<file path="config.mk">
export PLATFORM = sky130hd
export DESIGN_NAME = cpu_sequencer
export DESIGN_NICKNAME = d
export VERILOG_FILES = /design/src/rtl/cpu_sequencer.sv
export SDC_FILE = /design/constraint.sdc
export NUM_CORES = 1
export LEC_CHECK = 0
export ABC_CLOCK_PERIOD_IN_PS = 3400
export BUFFER_PORTS_ARGS = -buffer_cell sky130_fd_sc_hd__buf_2
export CAP_MARGIN = 30
export CORE_MARGIN = 1.5
export CORE_UTILIZATION = 54
export CTS_CLUSTER_SIZE = 28
export DETAILED_ROUTE_END_ITERATION = 8
export PLACE_DENSITY = 0.84
export SLEW_MARGIN = 20
export SYNTH_ARGS = -nofsm -noshare
export SYNTH_HDL_FRONTEND = slang
export SYNTH_SLANG_ARGS = --single-unit
</file>
<file path="constraint.sdc">
create_clock -name clk -period 3.4 [get_ports clk]
set_input_delay 0.68 -clock clk [delete_from_list [all_inputs] [get_ports clk]]
set_output_delay 0.68 -clock clk [all_outputs]
set_load 0.01 [all_outputs]
</file>
<file path="src/rtl/cpu_sequencer.sv">
// Multi-cycle instruction sequencer: IDLE -> FETCH -> DECODE -> EXEC -> WB, with HALT and FAULT sinks.
// Optional macro CPU_SEQ_SINGLE_STEP_EN adds a step input so each step pulse retires one instruction.
module cpu_sequencer #(
    parameter int unsigned ACK_TIMEOUT = 15
) (
    input  logic        clk,
    input  logic        rst,
    input  logic        run,
`ifdef CPU_SEQ_SINGLE_STEP_EN
    input  logic        step,
`endif
    input  logic        imem_ack,
    input  logic [15:0] instr,
    output logic        imem_req,
    output logic        ir_load,
    output logic [1:0]  alu_op,
    output logic        rf_we,
    output logic        pc_en,
    output logic [2:0]  state,
    output logic        halted,
    output logic        fault,
    output logic [15:0] instr_count
);

    typedef enum logic [2:0] {
        S_IDLE   = 3'd0,
        S_FETCH  = 3'd1,
        S_DECODE = 3'd2,
        S_EXEC   = 3'd3,
        S_WB     = 3'd4,
        S_HALT   = 3'd5,
        S_FAULT  = 3'd6
    } state_t;

    localparam logic [7:0] WAIT_LAST  = 8'(ACK_TIMEOUT - 1);
    localparam logic [3:0] OP_HALT    = 4'hF;

    state_t      state_q, state_d;
    logic [7:0]  wait_q, wait_d;
    logic [3:0]  opcode_q, opcode_d;
    logic [15:0] count_q, count_d;
    logic        start_ok;
    logic        wb_to_fetch;
    logic        op_writes;
    logic [1:0]  op_alu;
    logic        instr_unused;

    // Only the opcode nibble is consumed; operand fields belong to the datapath.
    assign instr_unused = ^instr[11:0];

`ifdef CPU_SEQ_SINGLE_STEP_EN
    assign start_ok    = run & step;
    assign wb_to_fetch = 1'b0;
`else
    assign start_ok    = run;
    assign wb_to_fetch = run;
`endif

    always_comb begin
        op_writes = 1'b0;
        op_alu    = 2'b00;
        case (opcode_q)
            4'h1: begin op_writes = 1'b1; op_alu = 2'b00; end
            4'h2: begin op_writes = 1'b1; op_alu = 2'b01; end
            4'h3: begin op_writes = 1'b1; op_alu = 2'b10; end
            4'h4: begin op_writes = 1'b1; op_alu = 2'b11; end
            default: begin op_writes = 1'b0; op_alu = 2'b00; end
        endcase
    end

    // Outputs decode purely from the registered state, so reset clears them without waiting for a clock.
    always_comb begin
        state_d  = state_q;
        wait_d   = 8'd0;
        opcode_d = opcode_q;
        count_d  = count_q;
        imem_req = 1'b0;
        ir_load  = 1'b0;
        alu_op   = 2'b00;
        rf_we    = 1'b0;
        pc_en    = 1'b0;
        halted   = 1'b0;
        fault    = 1'b0;
        case (state_q)
            S_IDLE: begin
                if (start_ok) state_d = S_FETCH;
            end
            S_FETCH: begin
                imem_req = 1'b1;
                if (imem_ack) begin
                    ir_load  = 1'b1;
                    opcode_d = instr[15:12];
                    state_d  = S_DECODE;
                end else if (wait_q == WAIT_LAST) begin
                    state_d = S_FAULT;
                end else begin
                    wait_d = wait_q + 8'd1;
                end
            end
            S_DECODE: begin
                state_d = (opcode_q == OP_HALT) ? S_HALT : S_EXEC;
            end
            S_EXEC: begin
                alu_op  = op_alu;
                state_d = S_WB;
            end
            S_WB: begin
                alu_op  = op_alu;
                rf_we   = op_writes;
                pc_en   = 1'b1;
                count_d = count_q + 16'd1;
                state_d = wb_to_fetch ? S_FETCH : S_IDLE;
            end
            S_HALT: begin
                halted = 1'b1;
            end
            S_FAULT: begin
                fault = 1'b1;
            end
            default: begin
                state_d = S_FAULT;
            end
        endcase
    end

    always_ff @(posedge clk or negedge rst) begin
        if (!rst) begin
            state_q  <= S_IDLE;
            wait_q   <= 8'd0;
            opcode_q <= 4'h0;
            count_q  <= 16'd0;
        end else begin
            state_q  <= state_d;
            wait_q   <= wait_d;
            opcode_q <= opcode_d;
            count_q  <= count_d;
        end
    end

    assign state       = state_q;
    assign instr_count = count_q;

endmodule
</file>
==> results of run 1 <==
## synthesized netlist by cell type
| library cell | instances |
|---|---|
| a31oi_1 | 1 |
| nor2b_1 | 1 |
| inv_1 | 5 |
| nor2_2 | 1 |
| clkbuf_1 | 2 |
| or2_4 | 1 |
| nor2_1 | 16 |
| buf_6 | 2 |
| or3b_2 | 1 |
| o21ai_0 | 3 |
| nand2b_1 | 2 |
| xnor2_1 | 15 |
| nand4b_1 | 2 |
| and3_2 | 1 |
| nor3_1 | 4 |
| nand2_1 | 12 |
| and3_1 | 3 |
| a41oi_1 | 1 |
| nor4_2 | 1 |
| and4_1 | 1 |
| or3b_1 | 1 |
| a21oi_1 | 2 |
| o21bai_1 | 1 |
| or2_2 | 1 |
| ha_1 | 3 |
| and2_1 | 1 |
| nor3_4 | 1 |
| mux2_2 | 5 |
| dfrtp_1 | 31 |
| nand4_1 | 4 |
| o211a_1 | 1 |
| xor2_1 | 8 |
| nand3_1 | 6 |
## kinds of logic (layout without fill, tap and decap cells)
| logic type | Yosys count | in the layout | share of synthesized area |
|---|---|---|---|
| buffers and inverters | 9 | 47 | 0.0325 |
| XOR/XNOR | 23 | 23 | 0.134 |
| adder cells (fa/ha/maj) | 3 | 3 | 0.0250 |
| AND/OR/NAND/NOR | 60 | 60 | 0.217 |
| flip-flops | 31 | 31 | 0.516 |
| multiplexers | 5 | 5 | 0.0375 |
| AO/OA/AOI/OAI | 9 | 9 | 0.0383 |
## worst reg2reg max path, cell delays in order (launching register included)
cell     delay [ns]
dfrtp_1        0.52
or3b_1         0.57
or2_4          0.32
nor2_2         0.11
xor2_1         0.16
## routing by layer
metal	GRT usage	vias up	part of all wire
met5	0	-	0
met4	0.0732	0	0.018
met3	0.0651	6	0.060
met2	0.344	33	0.50
met1	0.219	527	0.43
li1	-	543	-
## state kept, by name (all words and copies together) (netlist names)
signal	flops
state	3
opcode_q	4
instr_count	16
wait_q	8
## cells in the final DEF, fill, tap and decap left out, types with 4 or more instances in the layout
cell,count
buf_2,34
dfrtp_1,31
nor2_1,16
xnor2_1,15
nand2_1,12
xor2_1,8
nand3_1,6
inv_1,5
mux2_2,5
clkbuf_4,5
nor3_1,4
nand4_1,4
## worst min path at each step
stage / slack (ns) / end / start
6_report: 0.37 / opcode_q[3] / rst
5_1_grt: 0.42 / instr_count[3] / rst
4_1_cts: 0.38 / opcode_q[3] / rst
3_5_place_dp: 0.48 / instr_count[15] / instr_count[15]
3_3_place_gp: 0.46 / instr_count[15] / instr_count[15]
2_1_floorplan: 0.38 / instr_count[0] / rst
## stage by stage
stage	worst slack [ns]	instance area, um^2	util	hold slack [ns]
floorplan	1.13	1500	-	0.384
detailed placement	1.10	1680	0.660	0.477
CTS	0.719	1750	0.689	0.379
finish	0.747	1750	0.689	0.372
global placement	1.15	1680	0.660	0.458
global route	0.586	1750	0.689	0.420
## power by group
group | total [mW] | switching, mW | internal, mW
clock | 0.247 | 0.126 | 0.121
sequential | 0.548 | 0.110 | 0.439
combinational | 0.350 | 0.179 | 0.172
total | 1.15 | 0.414 | 0.731
## area by class of cell
class / instances / area, um^2
Clock buffer: 7 / 65.1
Inverter: 5 / 18.8
Sequential cell: 31 / 776
Clock inverter: 1 / 7.51
Fill cell: 197 / 792
Multi-Input combinational cell: 100 / 678
Tap cell: 30 / 37.5
Timing Repair Buffer: 34 / 170
==> flow_summary.yaml, run 1 <==
setup_path:
  crit_path_start: "state[0]"
  crit_chain: "or3b_1 -> inv_1 -> o21bai_1 -> nor3_1 -> buf_2"
  slowest_stage: "or3b_1"
  cp.arrival_ns: 1.97
  r2r_slack_ns: 1.64
  crit_cells: 5
  crit_buf_inv: 2
  r2r-end: "instr_count[6]"
  timing.rr.start: "state[0]"
  cp-endpoint: "alu_op[0]"
  worstSetupEndpointType: "output pin"
  crit_type: "flop to output pin"
  required_ns: 2.72
  startpoint_type: "flop"
  path_delay_family: "simple AND/OR/NAND/NOR gates"
  reg2reg_depth: 4
  critPathMaxStageDelay_ns: 0.57
  cp_max_fo: 12
logic_synthesis:
  yosysTopAreaCellShare: 0.516
  yosysWarnings: 0
  synth.net_count: 163
  ys_seq_area_frac: 0.516
  syn_inst: 140
  yosys.area.top_type: "dfrtp_1"
  ys_seq_elements: 31
  syn_area_per_cell_um2: 10.7
  yosys.cell_types.count: 33
  syn-cell-area_um2: 1500
  synth_area_leaders: "dfrtp_1, xnor2_1, xor2_1, nor2_1, mux2_2"
timing:
  rsz0062_at_grt: "no"
  period_share: 0.780
  slew_headroom: 0.559
  skew_ns: 0.00941
  setup-tns-final_ns: 0
  fin_crit_ns: 2.65
  worst_pin_slew_ns: 0.662
  setup_viol: 0
  hold_viol_final: 0
  slew_violations: 0
  fmax_mhz: 377
pwr:
  pwr_density_cell_nw_per_um2: 653
  power.leakage_nw: 0.889
  peakVddDrop_mv: 0.513
  total_power_mw: 1.15
routing:
  dr.pass1.iters: 4
  first_iter_violations: 32
  wl_um: 2700
  vias: 1109
  routedWlPerCell_um: 13.0
  drtAntennaViolNets: 0
  vias_per_cell: 5.33
  drcViolationCount: 0
cts:
  clock-root-buffer: "clkbuf_4"
  clk_latency_ns: 0.33
  cts_setup_buffers: 0
  cts_resized: 0
  hold_buffers: 0
  numClockSinks: 31
  path_clk_slew_ns: 0.10
  ctsHtreeMaxLevel: 2
  cts_tree: "yes"
  clockBufferDepth: 2
  numCtsBuffers: 5
placed_design:
  place_congestion: 0.779
  dpl.cell_count: 200
  dp_hpwl_um: 2010
  port_buffers: 34
global_route:
  grtUsageTotal: 0.196
  grt_antenna_before_repair: 0
  grt_pass1_wl_um: 4730
  grt_max_degree: 32
  grt_overflow_total: 0
  grt_pass1_vias: 1090
min_path:
  hp-class: "primary input to async pin"
job:
  drv_cap: 0
floorplan:
  dieArea_um2: 3110
  core_um2: 2540
  num_rows: 18
  start_util: 0.590
  boundaryPins: 47
  die_w_um: 55.8
  dieHeight_um: 55.8
finish:
  area_growth_pct: 16.7
  drive_gt1_frac: 0.303
  final_cell_count_no_fill: 208
  antenna_cells: 0
  nets: 200
run_status:
  status: "finished, final reports clean"
(Power assumes the default switching activity.)
==> inputs of run 2 (changes only) <==
- ABC_CLOCK_PERIOD_IN_PS: 3400 -> 2400
- CORE_UTILIZATION: 54 -> 45
- PLACE_DENSITY: 0.84 -> 0.75
- clock period: 3.4 -> 2.4 ns (I/O delays scaled with it)
==> flow_summary.yaml, run 2 (synthesis results as in run 1) <==
finish:
  final_cell_mix: "buf_2, dfrtp_1, nor2_1, xnor2_1, nand2_1"
  final_util: 0.569
  area_growth_pct: 17.6
  antenna_cells: 0
  multi_input_area_um2: 681
  layout_commonest_cell: "buf_2"
  drive_gt1_frac: 0.320
  nets: 201
  final_cell_count_no_fill: 222
  final_area_um2: 1770
  regArea_um2: 778
  largest_reg_flops: 16
  final.fill_count: 292
routing:
  drt-met1-wl_um: 1260
  vias: 1094
  wl_met2_um: 1300
  dr.pass1.iters: 4
  drcViolationCount: 0
  met3_length_um: 146
  vias_per_cell: 4.93
  drtAntennaViolNets: 0
  top_layer_used: "met4"
  routedWlPerCell_um: 12.5
  first_iter_violations: 28
  wl_um: 2790
timing:
  slew_headroom: 0.549
  fin_crit_ns: 2.26
  hold_viol_final: 0
  worst_pin_slew_ns: 0.677
  setup-tns-final_ns: 0
  skew_ns: 0.00582
  rsz0062_at_grt: "no"
  setup_viol: 0
  hold_ws_ns: 0.174
  slew_violations: 0
  layout_setup_ws_ns: 0.138
  period_share: 0.942
  fmax_mhz: 442
placed_design:
  place_congestion: 0.786
  dpl_cell_area_um2: 1710
  dp_slack_ns: 0.378
  dp_hpwl_um: 2020
  dpl.cell_count: 215
  port_buffers: 34
global_route:
  grt_pass1_vias: 1096
  grt_antenna_before_repair: 0
  grt_overflow_total: 0
  grt_pass1_wl_um: 4820
  grt_max_degree: 32
  grtUsageTotal: 0.183
cts:
  numClockSinks: 31
  ctsHtreeMaxLevel: 2
  clockBufferDepth: 2
  path_clk_slew_ns: 0.09
  clk_latency_ns: 0.33
  cts_tree: "yes"
  numCtsBuffers: 5
  hold_buffers: 0
  clock-root-buffer: "clkbuf_4"
floorplan:
  die_w_um: 60.8
  dieArea_um2: 3690
  core_um2: 3100
  num_rows: 20
  boundaryPins: 47
  dieHeight_um: 60.8
  start_util: 0.484
setup_path:
  cp.arrival_ns: 1.78
  r2r-end: "instr_count[15]"
  critPathMaxStageDelay_ns: 0.47
  r2r_slack_ns: 0.76
  worstSetupEndpointType: "output pin"
  crit_type: "flop to output pin"
  timing.rr.start: "state[1]"
  cp_max_fo: 10
  startpoint_type: "flop"
  crit_buf_inv: 2
  crit_chain: "or3b_4 -> inv_1 -> o21bai_1 -> nor3_1 -> buf_2"
  required_ns: 1.92
  path_delay_family: "simple AND/OR/NAND/NOR gates"
  reg2reg_depth: 4
  slowest_stage: "dfrtp_2"
pwr:
  power.leakage_nw: 0.890
  pwr_density_cell_nw_per_um2: 909
  peakVddDrop_mv: 0.791
  total_power_mw: 1.61
run_status:
  status: "finished, final reports clean"
job:
  drv_cap: 0
min_path:
  hp-class: "primary input to async pin"
run 2: cell types whose count changed in the layout (fill, tap and decap cells not counted), sizes merged:
cell      before  now
buf           34   35
clkbuf         7    6
clkinvlp       1    0
clkinv         0    1
run 2: where the power goes:
| part | internal, mW | total [mW] | switching [mW] | leakage [nW] |
|---|---|---|---|---|
| combinational | 0.260 | 0.538 | 0.278 | 0.445 |
| clock | 0.136 | 0.313 | 0.177 | 0.0341 |
| sequential | 0.625 | 0.755 | 0.130 | 0.411 |
| total | 1.02 | 1.61 | 0.586 | 0.890 |
run 2: cell type report:
cell class,instances,share of cell area
clock buffer,6,0.0290
clock inverter,1,0.00283
inverter,5,0.0106
multi-input combinational,100,0.385
sequential,31,0.441
tap,44,0.0312
timing repair buffer,35,0.101
run 2: repair_timing:
item                       CTS  global route
setup endpoints to repair    1             1
resized for setup            1             2
gates cloned                 0             0
buffers inserted             0             0
run 2: worst register-to-register path, delay by kind of cell, from the launching register on:
kind / cells / cell delay (ns)
AND/OR/NAND/NOR: 3 / 0.91
flip-flops: 1 / 0.47
XOR/XNOR: 1 / 0.15
run 2: worst max path at each step:
stage / start / to / slack (ns) / cells past startpoint
global route: state[1] / alu_op[0] / 0.03 / 5
floorplan: state[0] / alu_op[0] / 0.33 / 6
global placement: state[1] / alu_op[0] / 0.42 / 5
detailed placement: state[1] / alu_op[0] / 0.38 / 5
CTS: state[1] / alu_op[0] / 0.09 / 5
finish: state[1] / alu_op[0] / 0.14 / 5
run 2: metal layers:
metal  track usage  vias up
met5             0        -
met4         0.109        0
met3        0.0554        8
met2         0.290       27
met1         0.219      512
li1              -      547
==> inputs of run 3 (changes only) <==
- ABC_CLOCK_PERIOD_IN_PS: 2400 -> 1850
- CORE_MARGIN: 1.5 -> 2
- clock period: 2.4 -> 1.85 ns (I/O delays scaled with it)
==> flow_summary.yaml, run 3 (synthesis results as in run 1) <==
pwr:
  power.leakage_nw: 0.941
  pwr_density_cell_nw_per_um2: 1270
  peakVddDrop_mv: 0.699
timing:
  fin_crit_ns: 1.90
  fmax_mhz: 527
  setup-tns-final_ns: -0.0803
  setup_viol: 3
  period_share: 1.02
  slew_violations: 0
  hold_viol_final: 0
  rsz0062_at_grt: "yes"
  worst_pin_slew_ns: 0.659
  layout_setup_ws_ns: -0.0462
  skew_ns: 0.00354
  slew_headroom: 0.560
setup_path:
  crit_type: "flop to output pin"
  required_ns: 1.48
  startpoint_type: "flop"
  worstSetupEndpointType: "output pin"
  r2r-end: "instr_count[14]"
  r2r_slack_ns: 0.10
  cp.arrival_ns: 1.53
  cp_max_fo: 3
  reg2reg_depth: 6
  timing.rr.start: "state[0]"
cts:
  clock-root-buffer: "clkbuf_4"
  clockBufferDepth: 2
  cts_tree: "yes"
  hold_buffers: 0
  numClockSinks: 31
  path_clk_slew_ns: 0.10
  numCtsBuffers: 5
  clk_latency_ns: 0.32
  ctsHtreeMaxLevel: 2
global_route:
  grt_antenna_before_repair: 0
  grt_pass1_vias: 1153
  grtUsageTotal: 0.184
  grt_overflow_total: 0
  grt_pass1_wl_um: 5040
  grt_max_degree: 32
finish:
  nets: 208
  antenna_cells: 0
  layout_commonest_cell: "buf_2"
  area_growth_pct: 24.1
  largest_reg_flops: 16
  final_util: 0.601
  final_cell_mix: "buf_2, dfrtp_1, nor2_1, xnor2_1, nand2_1"
  drive_gt1_frac: 0.360
routing:
  drcViolationCount: 0
  drtAntennaViolNets: 0
  vias_per_cell: 4.93
  dr.pass1.iters: 4
  first_iter_violations: 29
  routedWlPerCell_um: 12.9
  wl_um: 2970
  vias: 1135
placed_design:
  port_buffers: 34
  place_congestion: 0.732
  dp_hpwl_um: 2170
floorplan:
  dieArea_um2: 3820
  dieHeight_um: 61.8
  start_util: 0.484
  boundaryPins: 47
  num_rows: 20
  die_w_um: 61.8
  core_um2: 3100
min_path:
  hp-class: "primary input to async pin"
run_status:
  violations: "negative setup slack"
  status: "finished, violations left"
job:
  drv_cap: 0
==> run 3: power breakdown <==
| part | switching (mW) | leakage, nW | internal (mW) | total, mW |
|---|---|---|---|---|
| clock | 0.234 | 0.0482 | 0.319 | 0.553 |
| combinational | 0.439 | 0.479 | 0.420 | 0.859 |
| sequential | 0.141 | 0.413 | 0.807 | 0.948 |
| total | 0.813 | 0.941 | 1.55 | 2.36 |
==> run 3: repair_timing <==
item | CTS | global route
resized for setup | 3 | 3
endpoints found under the hold margin | 0 | 0
endpoints found under the setup margin | 4 | 5
pin swaps | 2 | 3
setup buffers | 2 | 1
==> run 3: metal layers <==
metal | share of wire | vias to the layer above | GRT usage
met1 | 0.42 | 543 | 0.208
met2 | 0.51 | 28 | 0.316
met3 | 0.048 | 4 | 0.0580
met5 | 0 | - | 0
li1 | - | 560 | -
met4 | 0.016 | 0 | 0.0851
==> run 3: worst max-delay path by stage <==
stage                  start         endpoint  slack [ns]  cells after the start
floorplan           state[0]        alu_op[1]      -0.008                      6
global placement    state[2]        alu_op[0]        0.24                      5
detailed placement  state[2]  instr_count[14]        0.20                      5
CTS                 state[1]        alu_op[0]       -0.08                      5
global route        state[0]        alu_op[0]       -0.13                      5
finish              state[0]        alu_op[0]       -0.05                      5
==> run 3: through the flow <==
stage	cell area, um^2	std cells	hold WS, ns	power [mW]	worst slack [ns]
2_1_floorplan	1510	140	0.0744	1.48	-0.00835
3_3_place_gp	1740	219	0.435	1.70	0.241
3_5_place_dp	1740	219	0.440	1.74	0.199
4_1_cts	1850	229	0.0741	2.35	-0.0759
5_1_grt	1860	230	0.105	2.52	-0.128
6_report	1860	230	0.0643	2.36	-0.0462
==> run 3: critical path: stages (launching register included) <==
cell and delay [ns]:
dfrtp_1 0.39, or3b_4 0.41, inv_2 0.07, o21bai_2 0.08
nor3_2 0.10, buf_2 0.15
==> run 3: cell type report <==
cell class | instances | area [um^2]
Clock inverter | 2 | 35.0
Multi-Input combinational cell | 100 | 694
Timing Repair Buffer | 42 | 234
Sequential cell | 31 | 776
Tap cell | 44 | 55.1
Clock buffer | 6 | 51.3
Fill cell | 302 | 1240
Inverter | 5 | 18.8
